## config.mk

```make
export PLATFORM = sky130hd
export DESIGN_NAME = seven_seg_scan
export DESIGN_NICKNAME = d
export VERILOG_FILES = /design/src/rtl/seg_pkg.sv /design/src/rtl/hex_to_seg.sv /design/src/rtl/seven_seg_scan.sv
export SDC_FILE = /design/constraint.sdc
export NUM_CORES = 1
export LEC_CHECK = 0
export CAP_MARGIN = 20
export CELL_PAD_IN_SITES_DETAIL_PLACEMENT = 2
export CELL_PAD_IN_SITES_GLOBAL_PLACEMENT = 2
export CORE_UTILIZATION = 32
export DETAILED_ROUTE_END_ITERATION = 10
export PLACE_DENSITY_LB_ADDON = 0.25
export SYNTH_ARGS = -nofsm -noshare
export SYNTH_HDL_FRONTEND = slang
export SYNTH_SLANG_ARGS = --single-unit
```

## constraint.sdc

```tcl
create_clock -name clk -period 3.6 [get_ports clk]
set_input_delay 1.08 -clock clk [delete_from_list [all_inputs] [get_ports clk]]
set_output_delay 1.08 -clock clk [all_outputs]
set_load 0.01 [all_outputs]
```

## src/rtl/seg_pkg.sv

```systemverilog
// Shared types and constants for the 4-digit multiplexed 7-segment scanner.
// Segment codes are active-low in {g,f,e,d,c,b,a} order.
package seg_pkg;

   localparam int DIGITS = 4;

   typedef enum logic [1:0] {
      OFF  = 2'd0,
      ARM  = 2'd1,
      SCAN = 2'd2
   } state_e;

   localparam logic [6:0] SEG_BLANK = 7'b1111111;

   localparam logic [6:0] HEX_SEG [16] = '{
      7'b1000000, 7'b1111001, 7'b0100100, 7'b0110000,
      7'b0011001, 7'b0010010, 7'b0000010, 7'b1111000,
      7'b0000000, 7'b0010000, 7'b0001000, 7'b0000011,
      7'b1000110, 7'b0100001, 7'b0000110, 7'b0001110
   };

endpackage

```

## src/rtl/hex_to_seg.sv

```systemverilog
// Combinational hex nibble to active-low 7-segment decoder.
module hex_to_seg
   import seg_pkg::*;
(
   input  logic [3:0] nib_i,
   output logic [6:0] seg_o
);

   assign seg_o = HEX_SEG[nib_i];

endmodule

```

## src/rtl/seven_seg_scan.sv

```systemverilog
// 4-digit common-anode scanner with per-frame shadow latch, registered outputs.
// Define SEVEN_SEG_LEADING_ZERO_BLANK_EN to blank leading zero digits.
module seven_seg_scan
   import seg_pkg::*;
#(
   parameter int CLK_DIV = 50000
) (
   input  logic              clk,
   input  logic              reset,
   input  logic              enable,
   input  logic [15:0]       value,
   input  logic [DIGITS-1:0] dp_in,
   output logic [6:0]        seg,
   output logic              dp,
   output logic [DIGITS-1:0] an,
   output logic              frame_done
);

   localparam int PW = $clog2(CLK_DIV + 1);
   localparam logic [PW-1:0] TOP = PW'(CLK_DIV - 1);

   state_e            state_q;
   logic [PW-1:0]     presc_q;
   logic [1:0]        idx_q, idx_d;
   logic [15:0]       shadow_q, shadow_d;
   logic [DIGITS-1:0] sdp_q, sdp_d;
   logic [DIGITS-1:0] an_q;
   logic [6:0]        seg_q;
   logic              dp_q, fd_q;

   logic              tick, load, lz;
   logic [3:0]        nib;
   logic [6:0]        dec;

   assign tick = (presc_q == TOP);

   // Next index and shadow as they will be after this edge;
   // the outputs are decoded from these so they move together.
   always_comb begin
      load  = 1'b0;
      idx_d = idx_q;
      if (tick) begin
         case (state_q)
            ARM: begin
               load  = 1'b1;
               idx_d = 2'd0;
            end
            SCAN: begin
               load  = (idx_q == 2'd3);
               idx_d = idx_q + 2'd1;
            end
            default: ;
         endcase
      end
      shadow_d = load ? value : shadow_q;
      sdp_d    = load ? dp_in : sdp_q;
   end

   assign nib = shadow_d[{idx_d, 2'b00} +: 4];

   hex_to_seg u_dec (
      .nib_i (nib),
      .seg_o (dec)
   );

`ifdef SEVEN_SEG_LEADING_ZERO_BLANK_EN
   always_comb begin
      lz = 1'b0;
      case (idx_d)
         2'd3:    lz = (shadow_d[15:12] == 4'h0);
         2'd2:    lz = (shadow_d[15:8] == 8'h0);
         2'd1:    lz = (shadow_d[15:4] == 12'h0);
         default: lz = 1'b0;
      endcase
   end
`else
   assign lz = 1'b0;
`endif

   always_ff @(posedge clk) begin
      if (reset) begin
         state_q  <= OFF;
         presc_q  <= '0;
         idx_q    <= 2'd0;
         shadow_q <= 16'h0000;
         sdp_q    <= '0;
         an_q     <= '1;
         seg_q    <= SEG_BLANK;
         dp_q     <= 1'b1;
         fd_q     <= 1'b0;
      end else if (!enable) begin
         state_q <= OFF;
         presc_q <= '0;
         an_q    <= '1;
         seg_q   <= SEG_BLANK;
         dp_q    <= 1'b1;
         fd_q    <= 1'b0;
      end else begin
         fd_q    <= 1'b0;
         presc_q <= tick ? '0 : presc_q + PW'(1);
         case (state_q)
            OFF: begin
               state_q <= ARM;
               presc_q <= '0;
            end
            ARM, SCAN: begin
               if (tick) begin
                  state_q  <= SCAN;
                  idx_q    <= idx_d;
                  shadow_q <= shadow_d;
                  sdp_q    <= sdp_d;
                  fd_q     <= load;
                  if (lz) begin
                     an_q  <= '1;
                     seg_q <= SEG_BLANK;
                     dp_q  <= 1'b1;
                  end else begin
                     an_q  <= ~(4'b0001 << idx_d);
                     seg_q <= dec;
                     dp_q  <= ~sdp_d[idx_d];
                  end
               end
            end
            default: state_q <= OFF;
         endcase
      end
   end

   assign an         = an_q;
   assign seg        = seg_q;
   assign dp         = dp_q;
   assign frame_done = fd_q;

endmodule

```

# == Yosys cells after proc, flatten, opt, wreduce, memory -nomap -nowiden ==
# Memory sizes are Yosys's and may differ from the RTL's. A register that Yosys moved wholly into a read port is not among the register bits.
# Cells that the tools add are included.
# Widths: inputs -> output; s select.
# classes
n_bitwise,6
mul,0
div,0
n_mux,10
add_sub_neg,2
order_cmp,1
eq_ne,5
n_reduce_logical,7
shift,2
# ops
cell,count
$add 16x1->16 const B,1
$eq 16x16->1 const B,1
$mux 16,1
$shiftx 16x5->4,1
$pmux 2 s2,2
$reduce_or 4->1,2
$not 4->5,1
$eq 2x2->1 const B,2
$mux 2,2
$mux 4,1
$not 1->1,4
$not 4->4,1
$reduce_or 2->1,2
$shl 1x2->4 const A,1
$lt 2x3->1 const B,1
$reduce_and 3->1,1
$add 2x1->2 const B,1
$bmux 1 s2,1
$eq 2x1->1 const B,1
$logic_not 2->1,1
$mux 1,2
$ne 2x2->1 const B,1
$pmux 1 s2,1
$reduce_and 2->1,1
# word_totals
elab_cells,42
register_bits,46
in_bits,23
mem_bits_rw,0
rom_bits,112
mem_count,1
out_inout_bits,13
latch_bits,0
# mem_list
memory,depth,word_bits,rd,rd_clocked_by_memory_dff,write_ports,line_no,source
(name not given),16,7,1,1,0,hex_to_seg.sv:9,assign seg_o = HEX_SEG[nib_i];

# == Logic depth before layout (Yosys ltp) ==
# logic_depth
ltp_word,7
mapped_depth,14
mapped_depth_nobuf,13

# == Modules after synthesis ==
# A second synthesis with hierarchy kept.
# unflattened
hier_cells,319
area_unflattened_um2,2766.4
# modules_own_cells
mod,area_each_um2,seq_area_each_um2,instances,cells_per_inst
seven_seg_scan,2503.7,1061.0,1,288
hex_to_seg,262.8,0.0,1,31

# == Worst setup path before layout ==
# No wires, ideal clock.
# synth_timing
kind,register to register
startpoint,register presc_q[4]
endpoint,register seg_q[6] (netlist: seg[6])
path_stages_with_launch,12
setup_ns,0.133
arrival_time_ns,3.137
slack_ns,0.330
required_ns,3.467
n_path_buf,1
path_cell_list,dfxtp_1 > or4b_4 > or4_4 > clkbuf_1 > o21ai_0 > a22oi_1 > nor4_2 > inv_1 > ha_1 > mux2_1 > nand2_1 > a31oi_1
# synth_via
elab_chain_cells,5
elab_cells_between_ends,7
cone_classes,eq/ne (1); shift (1); mux (3); bitwise (1); reduce/logical (1)
# synth_rtl
item,line_no,source
"start, declared",seven_seg_scan.sv:23,logic [PW-1:0] presc_q;
"start signal, assigned",seven_seg_scan.sv:100,presc_q <= tick ? '0 : presc_q + PW'(1);
$eq 16x16->1 (*),seven_seg_scan.sv:35,assign tick = (presc_q == TOP);
$mux 1,seven_seg_scan.sv:42,if (tick) begin
$mux 16,seven_seg_scan.sv:55,shadow_d = load ? value : shadow_q;
$shiftx 16x5->4,seven_seg_scan.sv:59,"assign nib = shadow_d[{idx_d, 2'b00} +: 4];"
$not 4->5 (not written as such),hex_to_seg.sv:9,
"end, declared",seven_seg_scan.sv:28,logic [6:0] seg_q;
# Mark *: on every way between the ends. The rest lies on a longest branch, timed or not.
# A chain may end at the register's enable or synchronous reset.

# == Final worst setup path ==
# layout_timing
startpoint,register state_q[0]
endpoint,register seg_q[3] (netlist: seg[3])
# layout_via
elab_chain_cells,6
elab_cells_between_ends,11
cone_classes,eq/ne (2); shift (1); mux (5); bitwise (1); reduce/logical (2)
# layout_rtl
item,line_no,source
"start, declared",seven_seg_scan.sv:22,state_e state_q;
"start signal, assigned",seven_seg_scan.sv:82,state_q <= OFF;
"start signal, assigned",seven_seg_scan.sv:92,state_q <= OFF;
"start signal, assigned",seven_seg_scan.sv:103,state_q <= ARM;
$eq 2x2->1 or $eq 2x1->1 (tied branches),"seven_seg_scan.sv:43, seven_seg_scan.sv:101",
$pmux 1 s2,seven_seg_scan.sv:43,case (state_q)
$mux 1,seven_seg_scan.sv:42,
$mux 16,seven_seg_scan.sv:55,
$shiftx 16x5->4,seven_seg_scan.sv:59,
$not 4->5 (not written as such),hex_to_seg.sv:9,
# Several ways; a longest one is shown, not always the timed one.

==> results.json <==
{
  "status": "completed",
  "via_count": 2742,
  "hold_slack_ns": 0.458,
  "crit_type": "register to register",
  "grt_max_degree": 32,
  "skew_ns": 0.00888,
  "cp_top_family": "simple AND/OR/NAND/NOR gates",
  "worstPathMaxFanout": 7,
  "route.met3.wl_um": 218,
  "p_per_area_mw_per_mm2": 289,
  "track_usage_pct": 20.3,
  "avgSynthCellArea_sq_um": 7.95,
  "grt_pass1_wl_mm": 14.3,
  "antenna_cells": 0,
  "top_layer_used": "met4",
  "async_flop_share_pct": 0,
  "pwr-share-clk_pct": 36.9,
  "path_buf_inv": 4,
  "hold_viol": 0,
  "finalNetCount": 435,
  "clock_path_buffers": 2,
  "slowest_delay_ns": 0.60,
  "crit_chain": "inv_1, ha_2, nand4_1, or4_4, buf_12, o21ai_0, a22oi_1, nor4_2, buf_4, ha_1, inv_1, mux2i_1, mux2i_1, a21o_1",
  "initial_utilization_pct": 33.9,
  "htreeDepth": 2,
  "ys_types": 42,
  "synthesis.area_sq_mm": 0.00284,
  "cts_num_sinks": 53,
  "finalCritPeriodShare_pct": 98.6,
  "final_core_util_pct": 42.3,
  "leakagePower_uw": 0.00128,
  "seqPwrFrac_pct": 57.3,
  "yosysSeqAreaShare_pct": 37.4,
  "overflow": 0,
  "relSlewSlack_pct": 59.7,
  "fin_ws_ns": 0.0521,
  "ys_warn_count": 0,
  "cts_tree": "built",
  "slew_violations": 0,
  "p_int_uw": 790,
  "period_needed_ns": 3.55,
  "cts_made_buffers": 5,
  "hold_path_class": "register to register",
  "cp-start-kind": "register",
  "die_area_sq_mm": 0.00925,
  "wl_met1_mm": 4.59,
  "cp-end-kind": "register",
  "crit_required_ns": 3.86,
  "cts_root_buffer": "clkbuf_8",
  "synth_seq_cells": 53,
  "drive_gt1_share_pct": 10.9,
  "cp.arrival_ns": 3.81,
  "rsz0062_at_grt": "yes",
  "drc": 0,
  "insertion_delay_ns": 0.31,
  "place_ws_ns": 0.172,
  "total_power_uw": 1030,
  "grt_pass1_vias": 2757,
  "sw_frac_of_total_pct": 23.0,
  "synthCells": 357,
  "worst_pin_slew_ns": 0.605,
  "die_w_um": 96.2,
  "synth_edf_count": 0,
  "boundaryPins": 36,
  "syn_nets": 391,
  "final_cell_area_sq_mm": 0.00355,
  "drt-total-wl_mm": 9.49,
  "post-dp-hpwl_mm": 6.53,
  "rows": 33,
  "coreArea_sq_mm": 0.00838,
  "setup_viol_count_final": 0,
  "maxCapViolCount": 0,
  "path_clk_slew_ns": 0.10,
  "routedWlPerCell_um": 18.7,
  "cp_slowest_cell": "or4_4",
  "dieHeight_um": 96.2,
  "syn_to_final_growth_pct": 24.9,
  "p_comb_share_pct": 5.8,
  "antenna_found_initial": 0,
  "first_pass_iters": 4,
  "switching_power_uw": 236,
  "drtIter0Drc": 117,
  "gp_congestion": 0.785,
  "fmax_ghz": 0.282,
  "drt.antenna.violating_nets": 0,
  "wl_met2_mm": 4.62,
  "ir_drop_uv": 164,
  "detail_route.vias_per_cell": 5.41,
  "synth-main-ff-cell": "dfxtp_1",
  "io_buffers": 35,
  "placed_area_sq_mm": 0.00333
}
[synthesized netlist by cell type, types with 4 or more instances]
library cell | n | area share (%)
a21oi_1 | 30 | 5.3
a22oi_1 | 16 | 4.2
and3_1 | 4 | 0.88
clkbuf_1 | 15 | 2.0
dfxtp_1 | 53 | 37
ha_1 | 11 | 4.8
inv_1 | 9 | 1.2
mux2i_1 | 11 | 3.9
nand2_1 | 69 | 9.1
nand2b_1 | 4 | 0.88
nand3_1 | 27 | 4.8
nor2_1 | 28 | 3.7
nor4_2 | 4 | 1.8
o21ai_0 | 24 | 4.2
or3_1 | 7 | 1.5
xor2_1 | 10 | 3.1
[worst min-delay path, delay by kind of cell, from the launching register on]
| family | cells | cell delay, ns |
|---|---|---|
| flip-flops | 1 | 0.32 |
| AND/OR/NAND/NOR | 1 | 0.05 |
| AO/OA/AOI/OAI | 1 | 0.05 |
[power groups by stage]
stage / clock network [uW] / logic [uW] / registers [uW]
floorplan: 0 / 19.1 / 601
global placement: 0 / 57.1 / 601
detailed placement: 0 / 58.3 / 601
CTS: 389 / 59.3 / 588
global route: 415 / 63.8 / 588
finish: 379 / 59.1 / 588
[kinds of logic after synthesis]
logic type      share of synthesized area, %
buf+inv                                 4.10
flops                                   37.4
simple gates                            28.1
compound gates                          17.2
xor+xnor                                3.70
fa+ha+maj                               4.85
mux                                     4.67
[layout by cell type, fill, tap and decap left out, drive strengths merged, types with 6 or more instances in the layout]
cell type / netlist / routed
clkbuf: 15 / 7
mux2i: 11 / 11
a22oi: 16 / 16
o21ai: 25 / 25
nand3: 27 / 27
nor4: 6 / 6
buf: 3 / 18
clkdlybuf4s50: 0 / 35
inv: 9 / 9
dfxtp: 53 / 53
or3: 7 / 7
nor2: 28 / 28
ha: 11 / 11
xor2: 10 / 10
nand2: 69 / 69
a21oi: 30 / 30
[flip-flops by register name (all words and copies together) (netlist names)]
register,cells
an,4
state_q,2
seg,7
shadow_q,16
idx_q,2
frame_done,1
dp,1
presc_q,16
sdp_q,4
[repair_timing]
item,CTS,global route
setup endpoints to repair,0,6
hold buffers,0,0
gates resized for setup,0,9
setup buffers,0,7
endpoints found under the hold margin,0,0
[path summary, 6_finish.rpt]
| path | cells past startpoint | slack (ns) | endpoint | start |
|---|---|---|---|---|
| worst min register to register | 2 | 0.46 | shadow_q[12] | shadow_q[12] |
| worst min-delay path | 2 | 0.46 | shadow_q[12] | shadow_q[12] |
| worst max register to register | 14 | 0.05 | seg[3] | state_q[0] |
| worst max-delay path | 14 | 0.05 | seg[3] | state_q[0] |
[cell type report]
| cell class | count | area [sq um] |
|---|---|---|
| clock buffers | 7 | 96.3 |
| clock inverters | 1 | 5.00 |
| fillers | 983 | 4830 |
| inverters | 9 | 33.8 |
| multi-input cells | 278 | 1710 |
| flip-flops and latches | 53 | 1060 |
| well taps | 105 | 131 |
| repair buffers | 54 | 507 |
[metrics by stage]
step                cells  TNS, ns
global route          507   -0.805
global placement      490        0
finish                507        0
CTS                   498        0
floorplan             357        0
detailed placement    490        0
[layer usage]
layer	vias up	global-route usage, %
met5	-	0
met4	0	3.73
met3	5	3.16
met2	32	34.8
met1	1363	26.8
li1	1342	-
(Power assumes the default switching activity.)
